--- src/rtl/pixel_acc_ctrl.sv ---
// Frame sequencer for the pixel accumulator: runs the accumulator per frame,
// divides the latched sums by the pixel count, presents the centroid on a
// valid/ready port and reports dropped frames and accumulator timeouts.
module pixel_acc_ctrl #(
  parameter logic [15:0] MIN_PIXELS  = 16'd4,
  parameter int unsigned TIMEOUT_CYC = 2**20,
  parameter int unsigned X_MAX       = 639,
  parameter int unsigned Y_MAX       = 479
) (
  input  logic        clk,
  input  logic        rst_n,
  input  logic        frame_ready,
  output logic        frame_release,
  output logic        run_acc,
  input  logic        acc_done,
  input  logic [15:0] p_size,
  input  logic [24:0] p_x,
  input  logic [23:0] p_y,
  output logic        res_valid,
  input  logic        res_ready,
  output logic [9:0]  res_x,
  output logic [8:0]  res_y,
  output logic [15:0] res_size,
  output logic        res_found,
  output logic        busy,
  output logic        timeout_err,
  output logic [7:0]  drop_cnt,
  input  logic        err_clr
);

  typedef enum logic [1:0] {S_IDLE, S_WAIT, S_DIV, S_OUT} state_t;

  localparam logic [20:0] TO_LAST = 21'(TIMEOUT_CYC - 1);

  state_t      state_q, state_d;
  logic [20:0] cnt_q, cnt_d;
  logic [4:0]  div_cnt_q, div_cnt_d;
  logic [15:0] dvs_q, dvs_d;
  logic [24:0] qx_q, qx_d, qy_q, qy_d;
  logic [15:0] rx_q, rx_d, ry_q, ry_d;
  logic        run_acc_q, run_acc_d;
  logic        frame_release_q, frame_release_d;
  logic        res_valid_q, res_valid_d;
  logic [9:0]  res_x_q, res_x_d;
  logic [8:0]  res_y_q, res_y_d;
  logic [15:0] res_size_q, res_size_d;
  logic        res_found_q, res_found_d;
  logic        timeout_err_q, timeout_err_d;
  logic [7:0]  drop_cnt_q, drop_cnt_d;

  logic [16:0] rx_sh, ry_sh;
  logic [15:0] rx_nxt, ry_nxt;
  logic [24:0] qx_nxt, qy_nxt;
  logic        drop_inc;

  // Restoring division step; dividend register doubles as quotient register.
  always_comb begin
    rx_sh = {rx_q, qx_q[24]};
    ry_sh = {ry_q, qy_q[24]};
    if (rx_sh >= {1'b0, dvs_q}) begin
      rx_nxt = rx_sh[15:0] - dvs_q;
      qx_nxt = {qx_q[23:0], 1'b1};
    end else begin
      rx_nxt = rx_sh[15:0];
      qx_nxt = {qx_q[23:0], 1'b0};
    end
    if (ry_sh >= {1'b0, dvs_q}) begin
      ry_nxt = ry_sh[15:0] - dvs_q;
      qy_nxt = {qy_q[23:0], 1'b1};
    end else begin
      ry_nxt = ry_sh[15:0];
      qy_nxt = {qy_q[23:0], 1'b0};
    end
  end

  always_comb begin
    state_d         = state_q;
    cnt_d           = cnt_q;
    div_cnt_d       = div_cnt_q;
    dvs_d           = dvs_q;
    qx_d            = qx_q;
    qy_d            = qy_q;
    rx_d            = rx_q;
    ry_d            = ry_q;
    run_acc_d       = run_acc_q;
    frame_release_d = 1'b0;
    res_valid_d     = res_valid_q;
    res_x_d         = res_x_q;
    res_y_d         = res_y_q;
    res_size_d      = res_size_q;
    res_found_d     = res_found_q;
    timeout_err_d   = timeout_err_q;
    drop_cnt_d      = drop_cnt_q;
    drop_inc        = 1'b0;

    unique case (state_q)
      S_IDLE: begin
        if (frame_ready) begin
          state_d   = S_WAIT;
          run_acc_d = 1'b1;
          cnt_d     = '0;
        end
      end
      S_WAIT: begin
        drop_inc = frame_ready;
        cnt_d    = cnt_q + 21'd1;
        if (acc_done) begin
          run_acc_d       = 1'b0;
          frame_release_d = 1'b1;
          res_size_d      = p_size;
          dvs_d           = p_size;
          qx_d            = p_x;
          qy_d            = {1'b0, p_y};
          rx_d            = '0;
          ry_d            = '0;
          div_cnt_d       = '0;
          if (p_size >= MIN_PIXELS && p_size != 16'd0) begin
            state_d = S_DIV;
          end else begin
            state_d     = S_OUT;
            res_valid_d = 1'b1;
            res_found_d = 1'b0;
            res_x_d     = '0;
            res_y_d     = '0;
          end
        end else if (cnt_q == TO_LAST) begin
          timeout_err_d   = 1'b1;
          run_acc_d       = 1'b0;
          frame_release_d = 1'b1;
          state_d         = S_IDLE;
        end
      end
      S_DIV: begin
        drop_inc  = frame_ready;
        qx_d      = qx_nxt;
        qy_d      = qy_nxt;
        rx_d      = rx_nxt;
        ry_d      = ry_nxt;
        div_cnt_d = div_cnt_q + 5'd1;
        if (div_cnt_q == 5'd24) begin
          state_d     = S_OUT;
          res_valid_d = 1'b1;
          res_found_d = 1'b1;
          res_x_d     = (qx_nxt > 25'(X_MAX)) ? 10'(X_MAX) : qx_nxt[9:0];
          res_y_d     = (qy_nxt > 25'(Y_MAX)) ? 9'(Y_MAX) : qy_nxt[8:0];
        end
      end
      S_OUT: begin
        if (res_ready) begin
          res_valid_d = 1'b0;
          if (frame_ready) begin
            state_d   = S_WAIT;
            run_acc_d = 1'b1;
            cnt_d     = '0;
          end else begin
            state_d = S_IDLE;
          end
        end else begin
          drop_inc = frame_ready;
        end
      end
      default: state_d = S_IDLE;
    endcase

    if (drop_inc && drop_cnt_q != 8'hFF) drop_cnt_d = drop_cnt_q + 8'd1;

    if (err_clr) begin
      timeout_err_d = 1'b0;
      drop_cnt_d    = '0;
    end
  end

  always_ff @(posedge clk or negedge rst_n) begin
    if (!rst_n) begin
      state_q         <= S_IDLE;
      cnt_q           <= '0;
      div_cnt_q       <= '0;
      dvs_q           <= '0;
      qx_q            <= '0;
      qy_q            <= '0;
      rx_q            <= '0;
      ry_q            <= '0;
      run_acc_q       <= 1'b0;
      frame_release_q <= 1'b0;
      res_valid_q     <= 1'b0;
      res_x_q         <= '0;
      res_y_q         <= '0;
      res_size_q      <= '0;
      res_found_q     <= 1'b0;
      timeout_err_q   <= 1'b0;
      drop_cnt_q      <= '0;
    end else begin
      state_q         <= state_d;
      cnt_q           <= cnt_d;
      div_cnt_q       <= div_cnt_d;
      dvs_q           <= dvs_d;
      qx_q            <= qx_d;
      qy_q            <= qy_d;
      rx_q            <= rx_d;
      ry_q            <= ry_d;
      run_acc_q       <= run_acc_d;
      frame_release_q <= frame_release_d;
      res_valid_q     <= res_valid_d;
      res_x_q         <= res_x_d;
      res_y_q         <= res_y_d;
      res_size_q      <= res_size_d;
      res_found_q     <= res_found_d;
      timeout_err_q   <= timeout_err_d;
      drop_cnt_q      <= drop_cnt_d;
    end
  end

  assign frame_release = frame_release_q;
  assign run_acc       = run_acc_q;
  assign res_valid     = res_valid_q;
  assign res_x         = res_x_q;
  assign res_y         = res_y_q;
  assign res_size      = res_size_q;
  assign res_found     = res_found_q;
  assign busy          = (state_q != S_IDLE);
  assign timeout_err   = timeout_err_q;
  assign drop_cnt      = drop_cnt_q;

endmodule

--- config.mk ---
export PLATFORM = sky130hd
export DESIGN_NAME = pixel_acc_ctrl
export DESIGN_NICKNAME = d
export VERILOG_FILES = /design/src/rtl/pixel_acc_ctrl.sv
export SDC_FILE = /design/constraint.sdc
export NUM_CORES = 1
export LEC_CHECK = 0
export CAP_MARGIN = 20
export CORE_UTILIZATION = 53
export CTS_CLUSTER_SIZE = 40
export DETAILED_ROUTE_END_ITERATION = 10
export DONT_BUFFER_PORTS = 1
export PLACE_DENSITY = 0.66
export SKIP_CTS_REPAIR_TIMING = 1
export SYNTH_ARGS = -nofsm -noshare
export SYNTH_HDL_FRONTEND = slang
export SYNTH_SLANG_ARGS = --single-unit
--- constraint.sdc ---
create_clock -name clk -period 3 [get_ports clk]
set_input_delay 0.15 -clock clk [delete_from_list [all_inputs] [get_ports clk]]
set_output_delay 0.15 -clock clk [all_outputs]
set_load 0.01 [all_outputs]
==> results by group <==
Layout
  – Area Overhead vs Synth: 16.6%
  – Share of layout cells above drive strength 1: 11.0%
  – Final net count: 1156
  – ANT cells: 0
  – Layout Utilization: 64.0%

Pwr
  – Total power draw: 10.3 mW
  – Pint: 6.03 mW
  – Power per cell area: 956 nW/um^2
  – Clk pwr share: 22.1%
  – Switch share: 41.2%
  – Pleak: 4.73 nW
  – Gate power share: 42.6%
  – Flop pwr share: 35.4%
  – VDD IR max: 0.000604 V
  – P_sw: 4.22 mW

Synthesis
  – Netlist Area Pre-Place: 9190 um^2
  – Ys Warns: 0
  – Post-Syn Nets: 1100
  – Seq/Total Area, Yosys: 43.0%
  – Cell accounting for the most synthesized area: dfrtp_1
  – Share of async-settable or async-resettable flops after synthesis: 100%
  – Synth Register Bits: 158
  – Main synth FF type: dfrtp_1
  – Post-synth top area share: 43.0%
  – Synthesized instance count: 986
  – Ranking of synthesized cells by area: dfrtp_1 43%, ha_1 5.6%, mux2_2 5.4%, nand2_1 4.9%, o21ai_0 4.5%
  – Post-synth EDFFs: 0
  – Average size of a mapped cell: 9.32 um^2
  – Post-synthesis cell type count: 62

Floorplanning
  – IO Count: 120
  – Initial core utilization: 54.8%
  – Die ar.: 17900 um^2
  – Rows: 47
  – Core area: 16800 um^2
  – Die width: 134 um
  – Die height: 134 um

Routing
  – Vias per inst: 5.98
  – Drt pass-1 iters: 7
  – Initial DRC count: 613
  – Detailed-route via count: 7625
  – # DRC: 0
  – WL final: 23500 um
  – ANT nets after route: 0
  – Drt wl/cell: 18.4 um

Setup path
  – Critical Path Sink Type: flip-flop
  – WP buf/inv: 3
  – Most common cell on crit path: inv_1
  – Kind of critical path: reg2reg
  – Worst R2R Path Depth: 7
  – Slowest cell on the critical path: o21ai_1
  – Worst path max stage delay: 0.54 ns
  – Startpoint Class: flip-flop
  – Crit-path leading delay family: compound AO/OA/AOI/OAI gates
  – Arrival @ worst endpoint: 3.06 ns
  – Critical-path maximum fanout: 18
  – Required time of the critical path: 3.31 ns
  – Crit path cell chain: inv_1, ha_2, inv_1, o21ai_1, nand2_1, buf_4, o31ai_1
  – Stages on worst setup path: 7

Run status
  – Status: finished, violations left
  – Failing checks: hold timing

Clock network
  – H-Tree Depth: 4
  – Clk_lat worst skew: 0.43 ns
  – TritonCTS Buffers: 17
  – Max Root-Sink Buffers: 2
  – Root buf cell: clkbuf_16
  – CTS tree: yes
  – Clk slew on worst S/H paths: 0.06 ns
  – CTS sink count: 158

Timing
  – Least-Margin Pin Slew: 0.699 ns
  – Final Max Tran Viols: 0
  – RSZ-0062 raised after global routing: no
  – Final Cycle Share: 91.5%
  – Final setup violation count: 0
  – Slew headroom: 53.4%
  – Setup TNS: 0 ns
  – Final Skew: 0.00966 ns
  – Fmax: 364 MHz
  – Fin. Hold Viols: 161
  – WHS: -0.586 ns
  – Post-layout min period: 2.74 ns

Place
  – Detailed Place HPWL: 15700 um
  – Placer Congestion: 0.875
  – Buffers on Ports: 0

Global route
  – Vias in the first global route: 7063
  – Largest net degree at the start of global routing: 159
  – GR Util All Layers: 26.3%
  – First-pass GRT wire length: 36900 um
  – Initial antenna violation count: 0
  – Total global routing overflow: 0

Job
  – Max_cap viols: 0

Min path
  – Worst min path class: in2async
[metal layers]
layer,wire length (um),track usage (%),vias up,share of wire (%)
met5,0,0,-,0
met4,361,8.40,0,1.5
met3,1350,6.16,20,5.8
met2,10500,38.5,216,45
met1,11200,38.4,3695,48
li1,-,-,3694,-
[logic make-up (layout without fill, tap and decap cells)]
kind of cell	Yosys count	in the layout	share of synthesized area, %
muxes	74	74	8.66
AOI/OAI and AO/OA	281	281	19.2
adders and majority gates	43	43	6.02
DFF	158	158	43.0
buffers and inverters	91	160	4.25
xor gates and xnor gates	44	44	4.19
and+or+nand+nor	295	295	14.7
[stage by stage]
step / worst slack, ns / cell area, um^2 / instances
CTS: 0.265 / 10000 / 1207
global route: 0.102 / 10700 / 1275
detailed placement: 0.322 / 9410 / 1175
floorplan: 0.453 / 9190 / 986
finish: 0.256 / 10700 / 1275
global placement: 0.343 / 9410 / 1175
[cell usage after synthesis (27+ instances only)]
cell type / n
a21oi_1: 50
clkbuf_1: 38
dfrtp_1: 158
ha_1: 41
inv_1: 37
mux2_2: 44
mux2i_1: 30
nand2_1: 120
nor2_1: 80
o21ai_0: 83
o22ai_1: 57
xor2_1: 27
[sequential cells by signal, summed over array words and instances (netlist names), 5 cells and up, named ones only]
name       cells
res_size      16
res_y          9
ry_q          16
drop_cnt       8
div_cnt_q      5
rx_q          16
qx_q          25
cnt_q         21
qy_q          25
res_x         10
[path summary, 6_finish.rpt]
kind                                                 end                    from  slack, ns
worst min-delay path            res_size[11]$_DFFE_PN0P_                   rst_n      -0.59
max in group asynchronous        res_size[3]$_DFFE_PN0P_                   rst_n       3.25
worst min register to register      qx_q[24]$_DFFE_PN0P_    qx_q[24]$_DFFE_PN0P_       0.48
worst max-delay path                res_x[8]$_DFFE_PN0P_  state_q[0]$_DFFE_PN0P_       0.26
min in group clk                     qx_q[8]$_DFFE_PN0P_                  p_x[8]      -0.04
worst max register to register      res_x[8]$_DFFE_PN0P_  state_q[0]$_DFFE_PN0P_       0.26
[power groups by stage]
stage          Sequential (mW)  Combinational (mW)  Clock [mW]
2_1_floorplan             3.41                3.39           0
4_1_cts                   3.61                4.25        2.30
3_5_place_dp              3.64                4.21           0
5_1_grt                   3.72                4.89        2.38
6_report                  3.63                4.36        2.26
3_3_place_gp              3.63                4.18           0
[cells in the final DEF, fill, tap and decap left out, types with 30 or more instances in the layout]
master         netlist  layout
dfrtp_1            158     158
nand2_1            120     120
o21ai_0             83      82
nor2_1              80      80
dlygate4sd3_1        0      67
o22ai_1             57      57
a21oi_1             50      49
mux2_2              44      44
ha_1                41      39
inv_1               37      37
mux2i_1             30      30
[cell type report]
cell class / count / area, um^2
Fill cell: 1387 / 6040
Multi-Input combinational cell: 737 / 4860
Sequential cell: 158 / 3950
Timing Repair Buffer: 91 / 876
Clock buffer: 19 / 453
Tap cell: 220 / 275
Clock inverter: 13 / 164
Inverter: 37 / 139
Power figures use the tool's default switching activity.
